<file path="config.mk">
export PLATFORM = sky130hd
export DESIGN_NAME = param_updown_counter_flat
export DESIGN_NICKNAME = d
export VERILOG_FILES = /design/src/rtl/param_updown_counter_if.sv /design/src/rtl/param_updown_counter.sv /design/src/flat_wrapper.sv
export SDC_FILE = /design/constraint.sdc
export NUM_CORES = 1
export LEC_CHECK = 0
export CORE_UTILIZATION = 55
export CTS_CLUSTER_SIZE = 14
export DETAILED_ROUTE_END_ITERATION = 12
export PLACE_DENSITY = 0.87
export SETUP_SLACK_MARGIN = 0.3
export SLEW_MARGIN = 20
export SYNTH_ARGS = -nofsm -noshare
export SYNTH_HDL_FRONTEND = slang
export SYNTH_SLANG_ARGS = --single-unit
</file>
<file path="constraint.sdc">
create_clock -name clk -period 5.1 [get_ports clk]
set_input_delay 1.02 -clock clk [delete_from_list [all_inputs] [get_ports clk]]
set_output_delay 1.02 -clock clk [all_outputs]
set_load 0.01 [all_outputs]
</file>
<file path="src/rtl/param_updown_counter_if.sv">
// Control/status bundle for param_updown_counter: the master drives the
// controls and the slave returns count, tc, busy, done and snap.
interface param_updown_counter_if #(
  parameter int WIDTH  = 8,
  parameter int STEP_W = 4
);
  logic              en;
  logic              load;
  logic [WIDTH-1:0]  load_val;
  logic              up;
  logic [STEP_W-1:0] step;
  logic [WIDTH-1:0]  limit;
  logic [1:0]        mode;
  logic              start;
  logic              stop;
  logic              oe;
  logic              capture;
  logic [WIDTH-1:0]  count;
  logic              tc;
  logic              busy;
  logic              done;
  logic [WIDTH-1:0]  snap;

  modport master (
    output en, load, load_val, up, step, limit, mode, start, stop, oe, capture,
    input  count, tc, busy, done, snap
  );

  modport slave (
    input  en, load, load_val, up, step, limit, mode, start, stop, oe, capture,
    output count, tc, busy, done, snap
  );
endinterface

</file>
<file path="src/rtl/param_updown_counter.sv">
// Up/down counter with wrap, modulo and one-shot modes plus an IDLE/RUN/DONE FSM.
// Optional snapshot register is enabled by defining PCNT_SNAPSHOT_EN.
module param_updown_counter #(
  parameter int WIDTH  = 8,
  parameter int STEP_W = 4
) (
  input  logic clk,
  input  logic rst_n,
  param_updown_counter_if.slave bus
);

  typedef enum logic [1:0] {S_IDLE, S_RUN, S_DONE} state_e;

  localparam logic [WIDTH:0] ONE = {{WIDTH{1'b0}}, 1'b1};

  state_e           state_q, state_d;
  logic [WIDTH-1:0] cnt_q, cnt_d, stepped;
  logic             tc_q, tc_d, busy_q, done_q;
  logic             wrap, hit, count_now;
  logic [WIDTH:0]   ext_cnt, ext_step, ext_lim, sum, diff, mod_up, mod_dn;

  // All arithmetic is one bit wider so limit = all-ones never loses a carry.
  always_comb begin
    ext_cnt  = {1'b0, cnt_q};
    ext_step = {{(WIDTH+1-STEP_W){1'b0}}, bus.step};
    ext_lim  = {1'b0, bus.limit};
    sum      = ext_cnt + ext_step;
    diff     = ext_cnt - ext_step;
    mod_up   = sum - ext_lim - ONE;
    mod_dn   = ext_cnt + ext_lim + ONE - ext_step;
    stepped  = cnt_q;
    wrap     = 1'b0;
    hit      = 1'b0;
    if (bus.step != '0) begin
      case (bus.mode)
        2'b01: begin
          if (cnt_q > bus.limit) begin
            stepped = '0;
            wrap    = 1'b1;
          end else if (bus.up) begin
            if (sum > ext_lim) begin
              stepped = mod_up[WIDTH-1:0];
              wrap    = 1'b1;
            end else begin
              stepped = sum[WIDTH-1:0];
            end
          end else begin
            if (ext_cnt < ext_step) begin
              stepped = mod_dn[WIDTH-1:0];
              wrap    = 1'b1;
            end else begin
              stepped = diff[WIDTH-1:0];
            end
          end
        end
        2'b10: begin
          if (bus.up) begin
            if (sum >= ext_lim) begin
              stepped = bus.limit;
              hit     = 1'b1;
            end else begin
              stepped = sum[WIDTH-1:0];
            end
          end else begin
            if (ext_cnt <= ext_step) begin
              stepped = '0;
              hit     = 1'b1;
            end else begin
              stepped = diff[WIDTH-1:0];
            end
          end
        end
        default: begin
          stepped = bus.up ? sum[WIDTH-1:0] : diff[WIDTH-1:0];
          wrap    = bus.up ? sum[WIDTH]     : diff[WIDTH];
        end
      endcase
    end
  end

  // Load owns the count register; stop/start still steer the FSM alongside it.
  always_comb begin
    count_now = (state_q == S_RUN) && bus.en && !bus.load && !bus.stop;
    cnt_d     = bus.load ? bus.load_val : (count_now ? stepped : cnt_q);
    tc_d      = count_now && (wrap || hit);
    state_d   = state_q;
    if (bus.stop && state_q != S_IDLE)       state_d = S_IDLE;
    else if (bus.start && state_q != S_RUN)  state_d = S_RUN;
    else if (count_now && hit)               state_d = S_DONE;
  end

  always_ff @(posedge clk or negedge rst_n) begin
    if (!rst_n) begin
      state_q <= S_IDLE;
      cnt_q   <= '0;
      tc_q    <= 1'b0;
      busy_q  <= 1'b0;
      done_q  <= 1'b0;
    end else begin
      state_q <= state_d;
      cnt_q   <= cnt_d;
      tc_q    <= tc_d;
      busy_q  <= (state_d == S_RUN);
      done_q  <= (state_d == S_DONE);
    end
  end

`ifdef PCNT_SNAPSHOT_EN
  logic [WIDTH-1:0] snap_q;

  always_ff @(posedge clk or negedge rst_n) begin
    if (!rst_n)           snap_q <= '0;
    else if (bus.capture) snap_q <= cnt_d;
  end

  assign bus.snap = snap_q;
  logic unused_bits;
  assign unused_bits = ^{mod_up[WIDTH], mod_dn[WIDTH]};
`else
  assign bus.snap = '0;
  logic unused_bits;
  assign unused_bits = ^{mod_up[WIDTH], mod_dn[WIDTH], bus.capture};
`endif

  assign bus.count = bus.oe ? cnt_q : '0;
  assign bus.tc    = tc_q;
  assign bus.busy  = busy_q;
  assign bus.done  = done_q;

endmodule

</file>
<file path="src/flat_wrapper.sv">
// flat-port wrapper written by rule: the top's interface ports become plain ports
module param_updown_counter_flat 
#(
  parameter int WIDTH  = 8,
  parameter int STEP_W = 4
)
  (clk, rst_n, bus_en, bus_load, bus_load_val, bus_up, bus_step, bus_limit, bus_mode, bus_start, bus_stop, bus_oe, bus_capture, bus_count, bus_tc, bus_busy, bus_done, bus_snap);
  param_updown_counter_if #(.WIDTH(WIDTH), .STEP_W(STEP_W)) bus_i ();
  input  logic clk;
  input  logic rst_n;
  input wire logic [$bits(bus_i.en)-1:0] bus_en;
  input wire logic [$bits(bus_i.load)-1:0] bus_load;
  input wire logic [$bits(bus_i.load_val)-1:0] bus_load_val;
  input wire logic [$bits(bus_i.up)-1:0] bus_up;
  input wire logic [$bits(bus_i.step)-1:0] bus_step;
  input wire logic [$bits(bus_i.limit)-1:0] bus_limit;
  input wire logic [$bits(bus_i.mode)-1:0] bus_mode;
  input wire logic [$bits(bus_i.start)-1:0] bus_start;
  input wire logic [$bits(bus_i.stop)-1:0] bus_stop;
  input wire logic [$bits(bus_i.oe)-1:0] bus_oe;
  input wire logic [$bits(bus_i.capture)-1:0] bus_capture;
  output wire logic [$bits(bus_i.count)-1:0] bus_count;
  output wire logic [$bits(bus_i.tc)-1:0] bus_tc;
  output wire logic [$bits(bus_i.busy)-1:0] bus_busy;
  output wire logic [$bits(bus_i.done)-1:0] bus_done;
  output wire logic [$bits(bus_i.snap)-1:0] bus_snap;
  assign bus_i.en = bus_en;
  assign bus_i.load = bus_load;
  assign bus_i.load_val = bus_load_val;
  assign bus_i.up = bus_up;
  assign bus_i.step = bus_step;
  assign bus_i.limit = bus_limit;
  assign bus_i.mode = bus_mode;
  assign bus_i.start = bus_start;
  assign bus_i.stop = bus_stop;
  assign bus_i.oe = bus_oe;
  assign bus_i.capture = bus_capture;
  assign bus_count = bus_i.count;
  assign bus_tc = bus_i.tc;
  assign bus_busy = bus_i.busy;
  assign bus_done = bus_i.done;
  assign bus_snap = bus_i.snap;
  param_updown_counter #(.WIDTH(WIDTH), .STEP_W(STEP_W)) u_core (.clk(clk), .rst_n(rst_n), .bus(bus_i));
endmodule
</file>
# [Word level (Yosys, flattened, before mapping)]
# Cells that the tools add are included.
# W data, S select, Z words.
[word_totals] ff_bits=13 in_bits=31 output_inout_bits=19 elab_cells=66
[classes] add_sub_neg=7 order_cmp=5 n_eq_ne=6 muxes=28 n_reduce_logical=15
[op_table] cell="$mux W8" n=12
[op_table] cell="$pmux W8 S2" n=1
[op_table] cell="$mux W1" n=11
[op_table] cell="$add A8 B4 Y9" n=1
[op_table] cell="$ge A9 B8 Y1" n=1
[op_table] cell="$gt A9 B8 Y1" n=1
[op_table] cell="$sub A8 B4 Y9" n=1
[op_table] cell="$add A8 B1 Y8 const B" n=1
[op_table] cell="$add A8 B8 Y8" n=1
[op_table] cell="$gt A8 B8 Y1" n=1
[op_table] cell="$le A8 B4 Y1" n=1
[op_table] cell="$lt A8 B4 Y1" n=1
[op_table] cell="$sub A8 B1 Y8 const B" n=1
[op_table] cell="$sub A8 B4 Y8" n=1
[op_table] cell="$sub A8 B8 Y8" n=1
[op_table] cell="$logic_and A1 B1 Y1" n=7
[op_table] cell="$eq A2 B1 Y1 const B" n=3
[op_table] cell="$mux W2" n=3
[op_table] cell="$reduce_bool A2 Y1" n=3
[op_table] cell="$eq A2 B2 Y1 const B" n=2
[op_table] cell="$reduce_bool A4 Y1" n=1
[op_table] cell="$logic_not A1 Y1" n=2
[op_table] cell="$ne A2 B1 Y1 const B" n=1
[op_table] cell="$pmux W1 S2" n=1
[op_table] cell="2 further kinds" n=2

# [Longest topological paths before layout]
# Gate-level depths: netlist of the first run.
[depth] depth_word=11 ltp_mapped=17 depth_no_buf=15

# [Worst setup path before layout of the first run]
# Ideal clock, no wire load.
[synth_timing] kind="input -> register" from="input bus_step[2]" to="register u_core.cnt_q[6]" setup_ns=0.131 arrival_ns=4.006 required_ns=4.969 setup_slack_ns=0.962 cell_stages=15 cell_sequence="inv_1 -> ha_1 -> buf_2 -> nor3b_1 -> o31ai_1 -> a21oi_1 -> xnor2_1 -> ha_1 -> o21ai_0 -> a21boi_0 -> o22ai_1 -> nand3_2 -> a21oi_1 -> a2111oi_0 -> or3_1"
[synth_via] elab_chain_cells=10
[synth_lines] element="start, declared" line_no="flat_wrapper.sv:15" text="input wire logic [$bits(bus_i.step)-1:0] bus_step;"
[synth_lines] element="$add A8 B4 Y9" line_no="param_updown_counter.sv:27" text="sum = ext_cnt + ext_step;"
[synth_lines] element="$sub A8 B8 Y8" line_no="param_updown_counter.sv:29" text="mod_up = sum - ext_lim - ONE;"
[synth_lines] element="$sub A8 B1 Y8" line_no="param_updown_counter.sv:29"
[synth_lines] element="$mux W8" line_no="param_updown_counter.sv:41" text="if (sum > ext_lim) begin"
[synth_lines] element="$mux W8" line_no="param_updown_counter.sv:40" text="end else if (bus.up) begin"
[synth_lines] element="$mux W8" line_no="param_updown_counter.sv:37" text="if (cnt_q > bus.limit) begin"
[synth_lines] element="$pmux W8 S2" line_no="param_updown_counter.sv:35" text="case (bus.mode)"
[synth_lines] element="$mux W8" line_no="param_updown_counter.sv:34" text="if (bus.step != '0) begin"
[synth_lines] element="$mux W8 (2 in a row)" line_no="param_updown_counter.sv:84" text="cnt_d = bus.load ? bus.load_val : (count_now ? stepped : cnt_q);"
[synth_lines] element="end signal, assigned" line_no="param_updown_counter.sv:101" text="cnt_q <= cnt_d;"
[synth_lines] element="end, declared" line_no="param_updown_counter.sv:17" text="logic [WIDTH-1:0] cnt_q, cnt_d, stepped;"
# Several ways; a longest one is shown, not always the timed one. The select of a mux whose other input is x is not followed.
# A chain may end at the register's enable or synchronous reset.

# [Worst setup path in the final report of the first run]
[layout_timing] from="input bus_step[0]" to="register u_core.cnt_q[2]"
# Same word-level chain as after synthesis.

==> results of run 1 <==
-- worst reg2reg max path, stage by stage, from the launching register on --
cell and delay, ns:
dfrtp_1 0.65, ha_1 0.37, nor3b_2 0.34, o31ai_4 0.12, a21oi_1 0.19, xnor2_1 0.19, ha_1 0.28, o21ai_0 0.13
a21boi_0 0.33, o22ai_2 0.16, o21ai_4 0.29, nor2_1 0.07, a2111oi_0 0.41, buf_4 0.19, o32a_1 0.17
-- final cells by class --
class | instances | share of cell area (%)
clock buffer | 4 | 1.22
sequential | 13 | 8.78
multi-input combinational | 317 | 67.7
inverter | 48 | 4.86
tap | 70 | 2.36
timing repair buffer | 61 | 15.1
-- cell usage after synthesis (all sizes together), types with 3 or more instances --
library cell and n:
inv 47, ha 39, nand2 25, a21oi 24
nor2 22, xnor2 20, o21ai 19, buf 14
dfrtp 13, mux2i 12, and2 10, nor3 10
a211oi 8, a31oi 8, nand3 8, a21o 7
fa 7, a2111oi 6, clkbuf 6, nand2b 6
xor2 6, o221ai 5, nand4 4, nor2b 4
o211ai 4, or3 4, a211o 3, o311a 3
o32a 3
-- metrics by stage --
step | std cells | utilization [%]
detailed placement | 508 | 68.7
CTS | 512 | 69.6
finish | 513 | 70.7
global route | 513 | 70.7
global placement | 508 | 68.7
floorplan | 398 | -
-- state kept, by name, summed over array words and instances (netlist names) --
name,flops
u_core.cnt_q,8
u_core.bus.tc,1
u_core.bus.done,1
u_core.state_q,2
u_core.bus.busy,1
-- worst min path at each step --
| stage | cells past startpoint | slack, ns | endpoint |
|---|---|---|---|
| floorplan | 1 | 0.49 | u_core.bus.done |
| global placement | 1 | 0.54 | u_core.bus.done |
| detailed placement | 1 | 0.57 | u_core.bus.done |
| CTS | 1 | 0.57 | u_core.bus.done |
| global route | 1 | 0.61 | u_core.bus.done |
| finish | 1 | 0.59 | u_core.bus.done |
-- what timing repair did --
item,in CTS,in global routing
hold endpoints to repair,0,0
gates resized for setup,1,8
pin swaps,0,2
buffers inserted,0,1
endpoints found under the setup margin,4,13
-- report_power, final --
part / internal (uW) / switching [uW] / total [uW]
clock network: 55.4 / 40.8 / 96.2
logic: 375 / 480 / 855
registers: 116 / 30.7 / 146
-- cell usage in the layout, fill, tap and decap left out, types with 13 or more instances in the layout --
cell type        instances
inv_1                   47
clkdlybuf4s50_1         40
ha_1                    39
nand2_1                 25
a21oi_1                 23
nor2_1                  22
buf_4                   21
xnor2_1                 19
o21ai_0                 15
dfrtp_1                 13
-- layer usage --
metal | up-vias | global-route usage (%) | share of wire (%)
li1 | 1516 | - | -
met4 | 0 | 14.2 | 4.6
met2 | 192 | 56.8 | 48
met1 | 1517 | 39.6 | 39
met5 | - | 0 | 0
met3 | 48 | 5.95 | 8.2
-- logic make-up (layout without fill, tap and decap cells) --
family | Yosys count | after routing | share of synthesized area [%]
AO/OA/AOI/OAI | 115 | 115 | 27.4
AND/OR/NAND/NOR | 109 | 109 | 19.4
buffers and inverters | 68 | 113 | 10.3
adder cells (fa/ha/maj) | 46 | 46 | 20.5
XOR/XNOR | 26 | 26 | 7.43
multiplexers | 13 | 13 | 4.28
flip-flops | 13 | 13 | 10.6
other | 1 | 8 | 0.122
==> impl_results.md, run 1 <==
* Outcome: finished, final reports clean
* Setup ws final at around 0.44 ns
* Arrival time at the worst endpoint at a little under 5 ns
* Via count at about 3300
* Row cnt at 26
* Fin Hold WS at slightly below 0.6 ns
* First-pass GRT wire length at 15300 um
* Worst Hold Launch: u_core.state_q[0]
* Leakage at approximately 0.0017 uW
* Setup CP Type: in -> reg
* Worst path cell trace: clkdlybuf4s50_1 -> ha_1 -> fa_1 -> nor2b_1 -> o21ai_1 -> nand2_1 -> xnor2_2 -> ha_1 -> nand2_1 -> o21ai_1 -> o22ai_2 -> o21ai_4 -> nor2_1 -> a2111oi_0 -> buf_4 -> o32a_1
* Ys flop type: dfrtp_1
* Final max-slew violation count at 0
* Distinct cells, synth at between 70 and 80
* EDFF count, synth at 0
* Synth Warn # at 0
* Root buf cell: clkbuf_8
* Largest net degree at the start of global routing at 23
* WP buf/inv at 2
* Die span in y at roughly 77 um
* GRT Residual Overflow at 0
* Core area at about 5200 sq um
* Total Nets Final at 521
* Max Cap Violations at 0
* Clock Path Buffers at 2
* Tightest Hold Check Type: reg -> reg
* Die Footprint at just under 6000 sq um
* CTS tree: yes
* Worst-path clk slew at 0.06 ns
* RSZ-0062 raised after global routing: true
* Max Clk Rate at around 0.21 GHz
* Seq. cell area at 325 sq um
* Number of DRC markers in iteration 0 at about 320
* Pre-Repair DR Iteration Count at 6
* CTS buffer count at 3
* Cells after Synth at around 390
* Min Tclk post-route at around 4.7 ns
* Final setup violation count at 0
* Critical path fanouts, max at 8
* WP depth at 16
* Post-DP HPWL at 7550 um
* Reg2Reg Capture Point: u_core.cnt_q[2]
* Initial antenna violation count at 0
* Worst EP required at about 5.3 ns
* Number of synthesized register bits at 13
* Tot GR Track Use at 32.9%
* Cts hold-fix bufs at 0
* Htree depth at 1
* Syn avg cell area at 7.84 sq um
* Crit path to: u_core.cnt_q[2]
* DRC viols at 0
* Global placement routability congestion at slightly below 1
* Vias per cell at 6.38
* Hold Vio Cnt, Final at 0
* Power per Cell Area at between 200 and 300 nW/um^2
* FFs w/ async S/R, synth at 100%
* Area contributors post-synth: ha_1, dfrtp_1, inv_1
* I/O pins at 50
* Fin crit share at between 90 and 100%
* Setup TNS at 0 ns
* Worst vdd ir at 0.205 mV
* Crit. Startpoint: bus_step[0]
* Crit-path leading delay family: compound AO/OA/AOI/OAI gates
* Synth top area share at approximately 16%
* Slew @ Worst Pin at around 0.93 ns
* Vias in the first global route at between 3000 and 4000
* Slowest cell on the critical path: clkdlybuf4s50_1
* Total power at between 1000 and 1500 uW
* CP peak stage delay at roughly 0.43 ns
* Antenna Violating Nets Remaining at 0
* Final clock skew at 0.00320 ns
* Final instance area at between 3000 and 4000 sq um
* FF-to-FF Start: u_core.cnt_q[1]
* Drt wl/cell at between 15 and 20 um
* Worst reg2reg path depth at 14
* Fillers at approximately 430
* Crit start category: input pin
* Area Overhead vs Synth at 20.8%
* Layout cell share with drive strength beyond 1 at between 10% and 20%
* Port bufs at 40
* Crit end category: register
* Post-synthesis sequential area ratio at between 10% and 20%
* Worst slew margin at 37.8%
* Mapped Area at 3070 sq um
* Routed WL at about 9700 um
* Reg2reg setup slack at ~1.1 ns
* Die extent in x at about 77 um
* Synth area leader: ha_1
* Clk_lat worst skew at about 0.25 ns
* Clk sinks at 13
* Placement Cell Area at roughly 3600 sq um
* Combined area of the multi-input logic cells at between 2000 and 3000 sq um
* # diodes at 0
* Setup WS pre-CTS at around 0.012 ns
* Initial Utilization at 58.6%
Power figures use the tool's default switching activity.
==> run 2, diff against run 1 <==
Settings changed: CORE_MARGIN set to 5.
==> impl_results.md, run 2 (same netlist as run 1, synthesis figures left out) <==
* Setup CP Type: in -> reg
* Crit end category: register
* First-pass GRT wire length at 15000 um (-2.1%)
* Max Cap Violations at 0 (unchanged)
* Worst-path clk slew at 0.06 ns (about the same)
* Clock power frac at 8.9% (about the same)
* Vias in the first global route at 3221 (-0.62%)
* Leakage at 0.00163 uW (-2.0%)
* Worst EP required at 5.23 ns (-0.05 ns)
* Htree depth at 1 (unchanged)
* Row cnt at 27 (+3.8%)
* Reg with most FFs: u_core.cnt_q
* Reg2reg setup slack at 1.08 ns (-0.06 ns)
* Number of flip-flops in the largest register at 8 (unchanged)
* Reg2Reg Capture Point: u_core.cnt_q[6]
* Clk_lat worst skew at 0.25 ns (about the same)
* Worst Hold Launch: u_core.state_q[0]
* Slew @ Worst Pin at 0.955 ns (+0.0248 ns)
* # diodes at 0 (unchanged)
* Layout cell share with drive strength beyond 1 at 10.1% (-1.4 points)
* Routed WL at 9660 um (-0.50%)
* Worst slew margin at 36.1% (-1.7 points)
* Die extent in x at 84.7 um (+10%)
* Crit. Startpoint: bus_step[1]
* GRT Residual Overflow at 0 (unchanged)
* Sequential Power Share at 13.4% (about the same)
* Worst path cell trace: clkdlybuf4s50_1 -> inv_1 -> ha_1 -> nor3b_2 -> o31ai_4 -> a21oi_1 -> xnor2_1 -> ha_1 -> o21ai_0 -> a21boi_0 -> o22ai_2 -> buf_4 -> nand3_4 -> a21oi_1 -> a2111oi_0 -> or3_1
* Total power at 1080 uW (-1.3%)
* Worst vdd ir at 0.177 mV (-14%)
* Die Footprint at 7170 sq um (+22%)
* Clk sinks at 13 (unchanged)
* Core area at 5470 sq um (+4.5%)
* Setup TNS at 0 ns (unchanged)
* Area Overhead vs Synth at 19.2%
* Final clock skew at 0.00262 ns (-0.000586 ns)
* Outcome: finished, final reports clean
* Pre-Repair DR Iteration Count at 7 (+1)
* CP peak stage delay at 0.49 ns (+0.06 ns)
* Power per Cell Area at 297 nW/um^2 (about the same)
* Cts hold-fix bufs at 0 (unchanged)
* RSZ-0062 raised after global routing: false
* Arrival time at the worst endpoint at 4.80 ns (-0.04 ns)
* Critical path fanouts, max at 10 (+2)
* Root buf cell: clkbuf_8
* Min Tclk post-route at 4.68 ns (+0.0131 ns)
* Fillers at 462 (+8.2%)
* Internal power at 533 uW (-2.4%)
* Crit start category: input pin
* Global placement routability congestion at 0.974 (-0.70%)
* Initial antenna violation count at 0 (unchanged)
* Initial Utilization at 56.0% (-2.5 points)
* Fin crit share at 91.7% (+0.26 points)
* Final instance area at 3650 sq um (-1.3%)
* Final max-slew violation count at 0 (unchanged)
* Die span in y at 84.7 um (+10%)
* Logic pwr share at 77.6% (-0.3 points)
* Max Clk Rate at 0.214 GHz (-0.28%)
* Commonest non-fill, non-tap cell in the layout: inv_1
* Most frequent cells in the layout: inv_1, clkdlybuf4s50_1, ha_1
* Via count at 3325 (+1.6%)
* DRC viols at 0 (unchanged)
* Vias per cell at 6.55 (+2.6%)
* CTS tree: yes
* Tot GR Track Use at 25.8% (-7.1 points)
* P_sw at 551 uW (-0.16%)
* Hold Path Cell Cnt at 1 (unchanged)
* Total Nets Final at 514 (-1.3%)
* Setup ws final at 0.422 ns (-0.0131 ns)
* Antenna Violating Nets Remaining at 0 (unchanged)
* CTS buffer count at 3 (unchanged)
* Placement Cell Area at 3550 sq um (-1.4%)
* Final core occ at 66.8% (-3.9 points)
* Port bufs at 40 (unchanged)
* Setup WS pre-CTS at 0.00187 ns (-0.0101 ns)
* Post-DP HPWL at 7630 um (+1.2%)
* Switching part of the total at 50.8% (+0.57 points)
* Worst reg2reg path depth at 14 (unchanged)
* Crit path to: u_core.cnt_q[6]
* Hold Vio Cnt, Final at 0 (unchanged)
* Final setup violation count at 0 (unchanged)
* Clock Path Buffers at 2 (unchanged)
* Regs by FF count: u_core.cnt_q (8), u_core.state_q (2)
* FF-to-FF Start: u_core.cnt_q[1]
* Tightest Hold Check Type: reg -> reg
* I/O pins at 50 (unchanged)
* Largest net degree at the start of global routing at 23 (unchanged)
* Number of DRC markers in iteration 0 at 243 (-24%)
* Slowest cell on the critical path: clkdlybuf4s50_1
* Drt wl/cell at 19.0 um (+0.47%)
==> run 2: cell types whose count changed in the layout (fill, tap and decap cells not counted), sizes merged <==
cell	delta
buf	-7
==> run 2: area by class of cell <==
class | instances | area (sq um) | area share [%]
Timing Repair Buffer | 54 | 505 | 13.8
Tap cell | 72 | 90.1 | 2.46
Sequential cell | 13 | 325 | 8.90
Multi-Input combinational cell | 317 | 2510 | 68.6
Clock buffer | 4 | 45.0 | 1.23
Inverter | 48 | 180 | 4.93
==> run 2: critical path, delay by kind of cell <==
family | cells | cell delay (ns)
AND/OR/NAND/NOR | 3 | 0.90
XOR/XNOR | 1 | 0.19
adder cells (fa/ha/maj) | 2 | 0.64
AO/OA/AOI/OAI | 7 | 1.30
buffers and inverters | 3 | 0.76
==> run 2: worst min path at each step <==
stage / end / slack [ns]
after detailed placement: u_core.bus.done / 0.53
after global placement: u_core.bus.done / 0.52
final: u_core.bus.done / 0.54
after floorplan: u_core.bus.done / 0.49
after global routing: u_core.bus.done / 0.60
after CTS: u_core.bus.done / 0.54
==> run 2: metrics by stage <==
step / instances / hold WS (ns)
5_1_grt: 508 / 0.597
2_1_floorplan: 398 / 0.492
3_3_place_gp: 503 / 0.525
4_1_cts: 507 / 0.538
6_report: 508 / 0.540
3_5_place_dp: 503 / 0.532
==> run 2: layer usage <==
metal / wire length, um / global-route usage, % / vias to the layer above
li1: - / - / 1500
met1: 3720 / 31.2 / 1514
met2: 4440 / 44.1 / 232
met3: 805 / 3.73 / 79
met4: 693 / 13.2 / 0
met5: 0 / 0 / -
==> run 2: repair_timing <==
item | CTS | global route
setup endpoints to repair | 4 | 9
resized for setup | 2 | 10
pin swaps | 0 | 1
buffers inserted | 0 | 1
==> run 2: power by group through the flow <==
stage	Combinational (uW)	Sequential, uW	Clock (uW)
global placement	762	146	0
detailed placement	789	146	0
finish	842	145	96.8
floorplan	574	134	0
global route	909	147	99.2
CTS	797	145	94.9
==> run 3, diff against run 2 <==
Settings changed: CORE_MARGIN 5 to 2.
==> impl_results.md, run 3 (same netlist as run 1, synthesis figures left out) <==
* Setup CP Type: in -> reg
* Clk sinks at 13 (unchanged)
* Setup WS pre-CTS at -0.0136 ns (-0.0155 ns)
* Number of flip-flops in the largest register at 8 (unchanged)
* Htree depth at 1 (unchanged)
* Worst slew margin at 41.2% (+5.1 points)
* Setup ws final at 0.451 ns (+0.0293 ns)
* Tot GR Track Use at 31.9% (+6.1 points)
* Tightest Hold Check Type: reg -> reg
* Row cnt at 27 (unchanged)
* Worst EP required at 5.23 ns (about the same)
* Most frequent cells in the layout: inv_1, clkdlybuf4s50_1, ha_1
* Worst vdd ir at 0.159 mV (-10%)
* RSZ-0062 raised after global routing: true
* Fillers at 452 (-2.2%)
* Initial antenna violation count at 0 (unchanged)
* Final max-slew violation count at 0 (unchanged)
* Die span in y at 78.7 um (-7.1%)
* Outcome: finished, final reports clean
* Hold Path Cell Cnt at 1 (unchanged)
* Crit end category: register
* Drt wl/cell at 18.8 um (-0.95%)
* CTS buffer count at 3 (unchanged)
* Max Cap Violations at 0 (unchanged)
* GRT Residual Overflow at 0 (unchanged)
* Crit start category: input pin
* Global placement routability congestion at 1.04 (+7.2%)
* Final core occ at 68.0% (+1.2 points)
* Core area at 5440 sq um (-0.62%)
* Arrival time at the worst endpoint at 4.78 ns (-0.02 ns)
* Routed WL at 9680 um (+0.22%)
* Final setup violation count at 0 (unchanged)
* Top layer in use: met4
* Commonest non-fill, non-tap cell in the layout: inv_1
* Fin crit share at 91.2% (-0.58 points)
* Number of DRC markers in iteration 0 at 347 (+43%)
* Power per Cell Area at 296 nW/um^2 (-0.33%)
* Final clock skew at 0.00139 ns (-0.00123 ns)
* Clock Path Buffers at 2 (unchanged)
* Die Footprint at 6190 sq um (-14%)
* Regs by FF count: u_core.cnt_q (8), u_core.state_q (2)
* Vias per cell at 6.51 (-0.48%)
* # diodes at 0 (unchanged)
* Cts hold-fix bufs at 0 (unchanged)
* Worst reg2reg path depth at 14 (unchanged)
* Placement Cell Area at 3590 sq um (+1.3%)
* I/O pins at 50 (unchanged)
* Clk_lat worst skew at 0.25 ns (about the same)
* Largest net degree at the start of global routing at 23 (unchanged)
* Area Overhead vs Synth at 20.6%
* Met3 wire length at 747 um (-7.2%)
* Metal-1 WL at 3930 um (+5.7%)
* Leakage at 0.00166 uW (+2.0%)
* Die extent in x at 78.7 um (-7.1%)
* Met2 Wirelength at 4640 um (+4.5%)
* CTS tree: yes
* First-pass GRT wire length at 15700 um (+4.7%)
* Post-DP HPWL at 7760 um (+1.7%)
* Via count at 3348 (+0.69%)
* Hold Vio Cnt, Final at 0 (unchanged)
* Port bufs at 40 (unchanged)
* Reg with most FFs: u_core.cnt_q
* Max Clk Rate at 0.215 GHz (+0.63%)
* Final instance area at 3700 sq um (+1.2%)
* Root buf cell: clkbuf_8
* Min Tclk post-route at 4.65 ns (-0.0293 ns)
* Slew @ Worst Pin at 0.879 ns (-0.0757 ns)
* Worst-path clk slew at 0.06 ns (about the same)
* Antenna Violating Nets Remaining at 0 (unchanged)
* Critical path fanouts, max at 8 (-2)
* Setup TNS at 0 ns (unchanged)
* Initial Utilization at 56.4% (+0.35 points)
* Total Nets Final at 520 (+1.2%)
* DRC viols at 0 (unchanged)
* Pre-Repair DR Iteration Count at 5 (-2)
* Layout cell share with drive strength beyond 1 at 11.3% (+1.2 points)
* Vias in the first global route at 3273 (+1.6%)
-- run 3: changes by cell type in the layout (fill, tap and decap cells not counted), sizes merged --
cell,before,now
buf,14,20
-- run 3: path summary, 6_finish.rpt --
path / start / to / slack, ns
max: bus_step[2] / u_core.cnt_q[1] / 0.45
min: u_core.state_q[0] / u_core.bus.done / 0.57
max reg2reg: u_core.cnt_q[1] / u_core.cnt_q[1] / 1.17
min reg2reg: u_core.state_q[0] / u_core.bus.done / 0.57
max in group asynchronous: rst_n / u_core.cnt_q[4] / 3.52
min in group asynchronous: rst_n / u_core.cnt_q[6] / 1.17
-- run 3: area by class of cell --
type	instances	area [sq um]	share of cell area, %
multi-input combinational	317	2510	67.8
timing repair buffer	60	551	14.9
sequential	13	325	8.80
inverter	48	180	4.87
tap	72	90.1	2.44
clock buffer	4	45.0	1.22
-- run 3: stage by stage --
step | cells | total power [uW] | hold WS (ns)
2_1_floorplan | 398 | 708 | 0.492
3_3_place_gp | 509 | 912 | 0.522
3_5_place_dp | 509 | 941 | 0.550
4_1_cts | 513 | 1040 | 0.556
5_1_grt | 514 | 1170 | 0.612
6_report | 514 | 1090 | 0.567
-- run 3: repair_timing --
action                                  in CTS  in global routing
pin swaps                                    0                  2
endpoints found under the setup margin       3                 12
setup buffers                                0                  1
resized for setup                            3                  9
-- run 3: critical path, cell delays in order --
cell	delay, ns
clkdlybuf4s50_1	0.49
inv_1	0.05
ha_1	0.35
buf_4	0.20
nand2b_1	0.15
a221oi_2	0.27
xnor2_1	0.15
ha_1	0.37
o21ai_1	0.11
a21boi_0	0.32
o22ai_2	0.16
o21ai_2	0.29
buf_4	0.18
mux2i_1	0.17
a211oi_1	0.14
o31a_1	0.37
-- run 3: metal layers --
layer,vias up,GRT usage (%)
li1,1507,-
met1,1591,40.4
met2,207,55.1
met3,43,3.79
met4,0,12.3
met5,-,0
-- run 3: where the power goes --
part | switching (uW) | leakage (uW) | internal [uW]
logic | 476 | 0.00148 | 373
clock network | 42.0 | 0.0000228 | 55.4
registers | 31.2 | 0.000164 | 116
